`config.mk`:
```
export PLATFORM = sky130hd
export DESIGN_NAME = ifu_flat
export DESIGN_NICKNAME = d
export VERILOG_FILES = /design/src/rtl/ifu_pkg.sv /design/src/rtl/ifu_if.sv /design/src/rtl/ifu_if_id_reg.sv /design/src/rtl/ifu.sv /design/src/flat_wrapper.sv
export SDC_FILE = /design/constraint.sdc
export NUM_CORES = 1
export LEC_CHECK = 0
export BUFFER_PORTS_ARGS = -buffer_cell sky130_fd_sc_hd__buf_2
export CORE_UTILIZATION = 35
export DETAILED_ROUTE_END_ITERATION = 10
export PLACE_DENSITY = 0.66
export SLEW_MARGIN = 15
export SYNTH_ARGS = -nofsm -noshare
export SYNTH_HDL_FRONTEND = slang
export SYNTH_SLANG_ARGS = --single-unit
```
`constraint.sdc`:
```
create_clock -name clk -period 3.7 [get_ports clk]
set_input_delay 0.185 -clock clk [delete_from_list [all_inputs] [get_ports clk]]
set_output_delay 0.185 -clock clk [all_outputs]
set_load 0.02 [all_outputs]
```
`src/rtl/ifu_pkg.sv`:
```
// Shared CPU fetch-side constants: reset PC, instruction-memory geometry,
// the NOP/bubble encoding and the IF/ID pipeline-register layout.
package ifu_pkg;

  localparam logic [31:0] START_ADDR_DEFAULT = 32'h0000_3000;
  localparam int unsigned IM_WORDS_DEFAULT   = 1024;
  localparam logic [31:0] NOP_INSTR          = 32'h0000_0000;

  typedef logic [31:0] im_addr_t;
  typedef logic [31:0] im_word_t;

  typedef struct packed {
    logic     valid;
    im_word_t instr;
    im_addr_t pc;
    im_addr_t pc_plus4;
    logic     fetch_err;
  } if_id_t;

  localparam if_id_t IF_ID_BUBBLE = '{
    valid:     1'b0,
    instr:     NOP_INSTR,
    pc:        '0,
    pc_plus4:  '0,
    fetch_err: 1'b0
  };

  // limit is one past the last legal byte; 33 bits so a window ending at 2^32 still works
  function automatic logic fetch_fault(input im_addr_t pc, input im_addr_t start,
                                       input logic [32:0] limit);
    return (pc[1:0] != 2'b00) || (pc < start) || ({1'b0, pc} >= limit);
  endfunction

endpackage

```
`src/rtl/ifu_if.sv`:
```
// Fetch-unit bus: hazard/branch controls in, instruction-memory port, IF/ID outputs.
interface ifu_if;
  import ifu_pkg::*;

  logic     stall;
  logic     redirect;
  im_addr_t redirect_target;
  logic     flush;
  im_addr_t im_addr;
  logic     im_enable;
  im_word_t im_data;
  logic     id_valid;
  im_word_t id_instr;
  im_addr_t id_pc;
  im_addr_t id_pc_plus4;
  logic     id_fetch_err;

  modport master (
    input  stall, redirect, redirect_target, flush, im_data,
    output im_addr, im_enable, id_valid, id_instr, id_pc, id_pc_plus4, id_fetch_err
  );

  modport slave (
    output stall, redirect, redirect_target, flush, im_data,
    input  im_addr, im_enable, id_valid, id_instr, id_pc, id_pc_plus4, id_fetch_err
  );
endinterface

```
`src/rtl/ifu_if_id_reg.sv`:
```
// IF/ID pipeline register: flush beats stall, stall holds, otherwise capture.
module if_id_reg
  import ifu_pkg::*;
(
  input  logic   clk,
  input  logic   rst_n,
  input  logic   stall_i,
  input  logic   flush_i,
  input  if_id_t cap_i,
  output if_id_t id_o
);

  if_id_t id_q, id_d;

  // NOTE: default to the held value first so no path through this block infers a latch.
  always_comb begin
    id_d = id_q;
    if (flush_i) begin
      id_d = IF_ID_BUBBLE;
    end else if (!stall_i) begin
      id_d = cap_i;
    end
  end

  always_ff @(posedge clk or negedge rst_n) begin
    if (!rst_n) begin
      id_q <= IF_ID_BUBBLE;
    end else begin
      id_q <= id_d;
    end
  end

  assign id_o = id_q;

endmodule

```
`src/rtl/ifu.sv`:
```
// Instruction fetch unit: PC register, next-PC selection, fetch range check,
// and the IF/ID register that hands the fetched word to decode.
module ifu
  import ifu_pkg::*;
#(
  parameter logic [31:0] START_ADDR = START_ADDR_DEFAULT,
  parameter int unsigned IM_WORDS   = IM_WORDS_DEFAULT
) (
  input logic   clk,
  input logic   rst_n,
  ifu_if.master bus
);

  localparam logic [32:0] END_ADDR = {1'b0, START_ADDR} + (33'(IM_WORDS) << 2);

  im_addr_t pc_q, pc_d;
  im_addr_t pc_plus4;
  logic     fetch_err;
  if_id_t   cap;
  if_id_t   id;

  assign pc_plus4  = pc_q + 32'd4;
  assign fetch_err = fetch_fault(pc_q, START_ADDR, END_ADDR);

  // A redirect always wins so a taken branch is never dropped during a stall.
  always_comb begin
    pc_d = pc_plus4;
    if (bus.redirect) begin
      pc_d = bus.redirect_target;
    end else if (bus.stall) begin
      pc_d = pc_q;
    end
  end

  // NOTE: sequential state uses non-blocking assignments so every flop samples pre-edge values.
  always_ff @(posedge clk or negedge rst_n) begin
    if (!rst_n) begin
      pc_q <= START_ADDR;
    end else begin
      pc_q <= pc_d;
    end
  end

  always_comb begin
    cap.valid     = 1'b1;
    cap.instr     = fetch_err ? NOP_INSTR : bus.im_data;
    cap.pc        = pc_q;
    cap.pc_plus4  = pc_plus4;
    cap.fetch_err = fetch_err;
  end

  if_id_reg u_if_id (
    .clk     (clk),
    .rst_n   (rst_n),
    .stall_i (bus.stall),
    .flush_i (bus.flush),
    .cap_i   (cap),
    .id_o    (id)
  );

  assign bus.im_addr      = pc_q;
  assign bus.im_enable    = rst_n;
  assign bus.id_valid     = id.valid;
  assign bus.id_instr     = id.instr;
  assign bus.id_pc        = id.pc;
  assign bus.id_pc_plus4  = id.pc_plus4;
  assign bus.id_fetch_err = id.fetch_err;

endmodule
```
`src/flat_wrapper.sv`:
```
// flat-port wrapper written by rule: the top's interface ports become plain ports
module ifu_flat import ifu_pkg::*;
#(
  parameter logic [31:0] START_ADDR = START_ADDR_DEFAULT,
  parameter int unsigned IM_WORDS   = IM_WORDS_DEFAULT
)
  (clk, rst_n, bus_stall, bus_redirect, bus_redirect_target, bus_flush, bus_im_data, bus_im_addr, bus_im_enable, bus_id_valid, bus_id_instr, bus_id_pc, bus_id_pc_plus4, bus_id_fetch_err);
  ifu_if bus_i ();
  input logic clk;
  input logic rst_n;
  input wire logic [$bits(bus_i.stall)-1:0] bus_stall;
  input wire logic [$bits(bus_i.redirect)-1:0] bus_redirect;
  input wire logic [$bits(bus_i.redirect_target)-1:0] bus_redirect_target;
  input wire logic [$bits(bus_i.flush)-1:0] bus_flush;
  input wire logic [$bits(bus_i.im_data)-1:0] bus_im_data;
  output wire logic [$bits(bus_i.im_addr)-1:0] bus_im_addr;
  output wire logic [$bits(bus_i.im_enable)-1:0] bus_im_enable;
  output wire logic [$bits(bus_i.id_valid)-1:0] bus_id_valid;
  output wire logic [$bits(bus_i.id_instr)-1:0] bus_id_instr;
  output wire logic [$bits(bus_i.id_pc)-1:0] bus_id_pc;
  output wire logic [$bits(bus_i.id_pc_plus4)-1:0] bus_id_pc_plus4;
  output wire logic [$bits(bus_i.id_fetch_err)-1:0] bus_id_fetch_err;
  assign bus_i.stall = bus_stall;
  assign bus_i.redirect = bus_redirect;
  assign bus_i.redirect_target = bus_redirect_target;
  assign bus_i.flush = bus_flush;
  assign bus_i.im_data = bus_im_data;
  assign bus_im_addr = bus_i.im_addr;
  assign bus_im_enable = bus_i.im_enable;
  assign bus_id_valid = bus_i.id_valid;
  assign bus_id_instr = bus_i.id_instr;
  assign bus_id_pc = bus_i.id_pc;
  assign bus_id_pc_plus4 = bus_i.id_pc_plus4;
  assign bus_id_fetch_err = bus_i.id_fetch_err;
  ifu #(.START_ADDR(START_ADDR), .IM_WORDS(IM_WORDS)) u_core (.clk(clk), .rst_n(rst_n), .bus(bus_i));
endmodule
```
==> run_results.csv <==
group,metric,value,unit
detailed_routing,drtPass1Iterations,4,
power,ir_drop,0.000305,V
synthesis,synth_fp_nets,680,
flow_run,cap_violations,0,
synthesis,avgSynthCellArea,10.3,um2
outcome,status,"finished, final reports clean",
detailed_routing,dr.first_iter.drc_count,380,
timing,finalHoldViolCount,0,
critical_path,start_kind,"register",
min_path,min_path_type,"in -> reg",
grt,grt_use_total,21.5,%
clock_tree,cts-buffers-inserted,17,
timing,setup_viol,0,
synthesis,ys_seq_elements,128,
floorplanning,rows,48,
floorplanning,die-area,18500,um2
detailed_routing,wire_per_inst,18.4,um
layout,postLayoutCoreUtil,47.5,%
synthesis,netlist_area,6290,um2
timing,holdWs,0.0140,ns
power,power-per-cell-area,454,nW/um2
clock_tree,clock_path_buffers,2,
grt,grt_overflow_total,0,
place,dp_hpwl,13100,um
timing,tightest_slew,1.02,ns
critical_path,critPathCaptureType,"register",
floorplanning,io-pin-count,200,
place,io_buffers,199,
grt,grt_pass1_vias,5408,
grt,grt_max_degree,76,
floorplanning,core_region_area,17400,um2
clock_tree,cts_root_buf,"clkbuf_16",
synthesis,syn_inst,609,
critical_path,crit_fanout,11,
clock_tree,clk_latency,0.42,ns
timing,fin_crit_sh,69.0,%
grt,grt_pass1_wl,30100,um
layout,areaGrowthSynthToFinish,31.5,%
synthesis,synth_flop_cell,"dfrtp_1",
detailed_routing,antenna_left,0,
clock_tree,path_clk_slew,0.06,ns
detailed_routing,remaining_drc_errors,0,
clock_tree,htree_levels,4,
timing,grt_setup_unrepaired,"no",
detailed_routing,avgViaCountPerCell,5.34,
timing,max_slew_margin,31.6,%
clock_tree,cts_tree,"done",
power,total_power,3760,uW
power,p_leak,0.00394,uW
clock_tree,cts.sinks,128,
grt,antenna_found_initial,1,
synthesis,yosysWarnings,0,
place,globalplace.congestion,0.809,
layout,nNetsFinal,891,
synthesis,synth-seq-area-share,50.9,%
timing,fin_worst_skew,0.00558,ns
layout,drive_above_1_share,30.6,%
floorplanning,die_height,136,um
detailed_routing,via_count,5653,
timing,report.final.slew_viol_count,0,
critical_path,critPathKind,"reg -> reg",
synthesis,synth_edf_count,0,
synthesis,ys_async_sr_fraction,100,%
timing,fmaxAchievable,392,MHz
floorplanning,initial_core_util,36.1,%
timing,fin_setup_tns,0,ns
floorplanning,chipWidth,136,um
timing,fin_crit,2.55,ns
critical_path,arrival,2.83,ns
synthesis,synthDistinctLibCells,61,
detailed_routing,wl,19500,um
critical_path,required,3.98,ns
==> metal layers <==
| layer | GRT usage (%) | share of wire (%) | vias up |
|---|---|---|---|
| met1 | 28.8 | 43 | 2753 |
| met5 | 0 | 0 | - |
| met4 | 9.44 | 3.0 | 0 |
| met2 | 32.6 | 48 | 205 |
| li1 | - | - | 2658 |
| met3 | 5.78 | 6.5 | 37 |
==> critical path: stages, from the launching register on <==
cell and delay, ns:
dfrtp_1 0.52, nand4_2 0.31, nor4_1 0.95, a311oi_1 0.20
a2111oi_0 0.44
==> cell type report <==
type                       count  area (um2)
tap                          225         282
clock buffer                  28         547
sequential                   128        3210
timing repair buffer         254        1530
fill                        1671        9140
multi-input combinational    405        2630
antenna                        1        2.50
clock inverter                 4        22.5
inverter                      14        52.6
==> layout by cell type (no fill, tap or decap), drive strengths merged, types with 5 or more instances in the layout <==
| cell | instances |
|---|---|
| buf | 208 |
| dfrtp | 126 |
| nor2 | 68 |
| nand2 | 46 |
| dlygate4sd3 | 46 |
| a22o | 32 |
| clkbuf | 28 |
| mux2i | 27 |
| o21ai | 23 |
| or4 | 19 |
| xnor2 | 18 |
| nand3 | 18 |
| nor4 | 15 |
| nand4 | 15 |
| a21oi | 14 |
| inv | 13 |
| o31ai | 11 |
| a31oi | 11 |
| a311oi | 11 |
| nor3 | 9 |
| a211oi | 8 |
| or3 | 7 |
| and4 | 7 |
| o211ai | 5 |
| a2111oi | 5 |
==> path summary, 6_finish.rpt <==
check	from	endpoint	slack, ns	cells after the start
min in group asynchronous	rst_n	u_core.u_if_id.id_o[42]	0.36	2
worst max-delay path	u_core.bus.im_addr[9]	u_core.u_if_id.id_o[23]	1.15	4
worst min register to register	u_core.u_if_id.id_o[22]	u_core.u_if_id.id_o[22]	0.47	2
max in group asynchronous	rst_n	u_core.bus.im_addr[25]	2.47	3
worst min-delay path	bus_redirect_target[15]	u_core.bus.im_addr[15]	0.01	3
worst max register to register	u_core.bus.im_addr[9]	u_core.u_if_id.id_o[23]	1.15	4
==> logic make-up after synthesis <==
logic type	after synthesis	synth area share (%)
AOI/OAI and AO/OA	131	15.1
xor gates and xnor gates	22	3.06
adders and majority gates	2	0.398
buffers and inverters	76	7.44
DFF	128	50.9
muxes	29	4.65
and+or+nand+nor	221	18.4
==> cells in the mapped netlist, types with 8 or more instances <==
| library cell | instances | area [um2] |
|---|---|---|
| o21ai_0 | 23 | 115 |
| nand4_1 | 13 | 81.3 |
| inv_1 | 13 | 48.8 |
| a22o_1 | 32 | 280 |
| a21oi_1 | 14 | 70.1 |
| clkbuf_1 | 32 | 120 |
| nor2_1 | 68 | 255 |
| o31ai_1 | 11 | 82.6 |
| nor4_1 | 14 | 87.6 |
| or4_1 | 17 | 128 |
| nor3_1 | 9 | 45.0 |
| a311oi_1 | 11 | 96.3 |
| a31oi_1 | 11 | 68.8 |
| buf_4 | 9 | 67.6 |
| mux2i_1 | 27 | 270 |
| a211oi_1 | 8 | 60.1 |
| dfrtp_1 | 126 | 3150 |
| nand3_1 | 17 | 85.1 |
| xnor2_1 | 18 | 158 |
| nand2_1 | 46 | 173 |
==> power by group <==
part | total, uW | leakage [uW] | internal, uW | switching, uW
clock network | 1590 | 0.000282 | 996 | 590
registers | 1610 | 0.00166 | 1490 | 121
logic | 565 | 0.00199 | 217 | 348
==> registers in the layout, indices dropped and copies added, names as in the netlist <==
name,count
u_core.bus.im_addr,32
u_core.u_if_id.id_o,96
==> metrics by stage <==
stage,setup slack (ns),cells,instance area [um2]
final,1.15,1059,8270
after global placement,1.36,980,7240
after floorplan,1.30,609,6290
after detailed placement,1.23,980,7240
after CTS,1.20,1058,8270
after global routing,0.984,1059,8270
==> repair_timing <==
item / 4_1_cts / 5_1_grt
endpoints found under the hold margin: 115 / 0
buffers inserted: 0 / 0
resized for setup: 0 / 0
hold buffers: 46 / 0
Power figures use the tool's default switching activity.
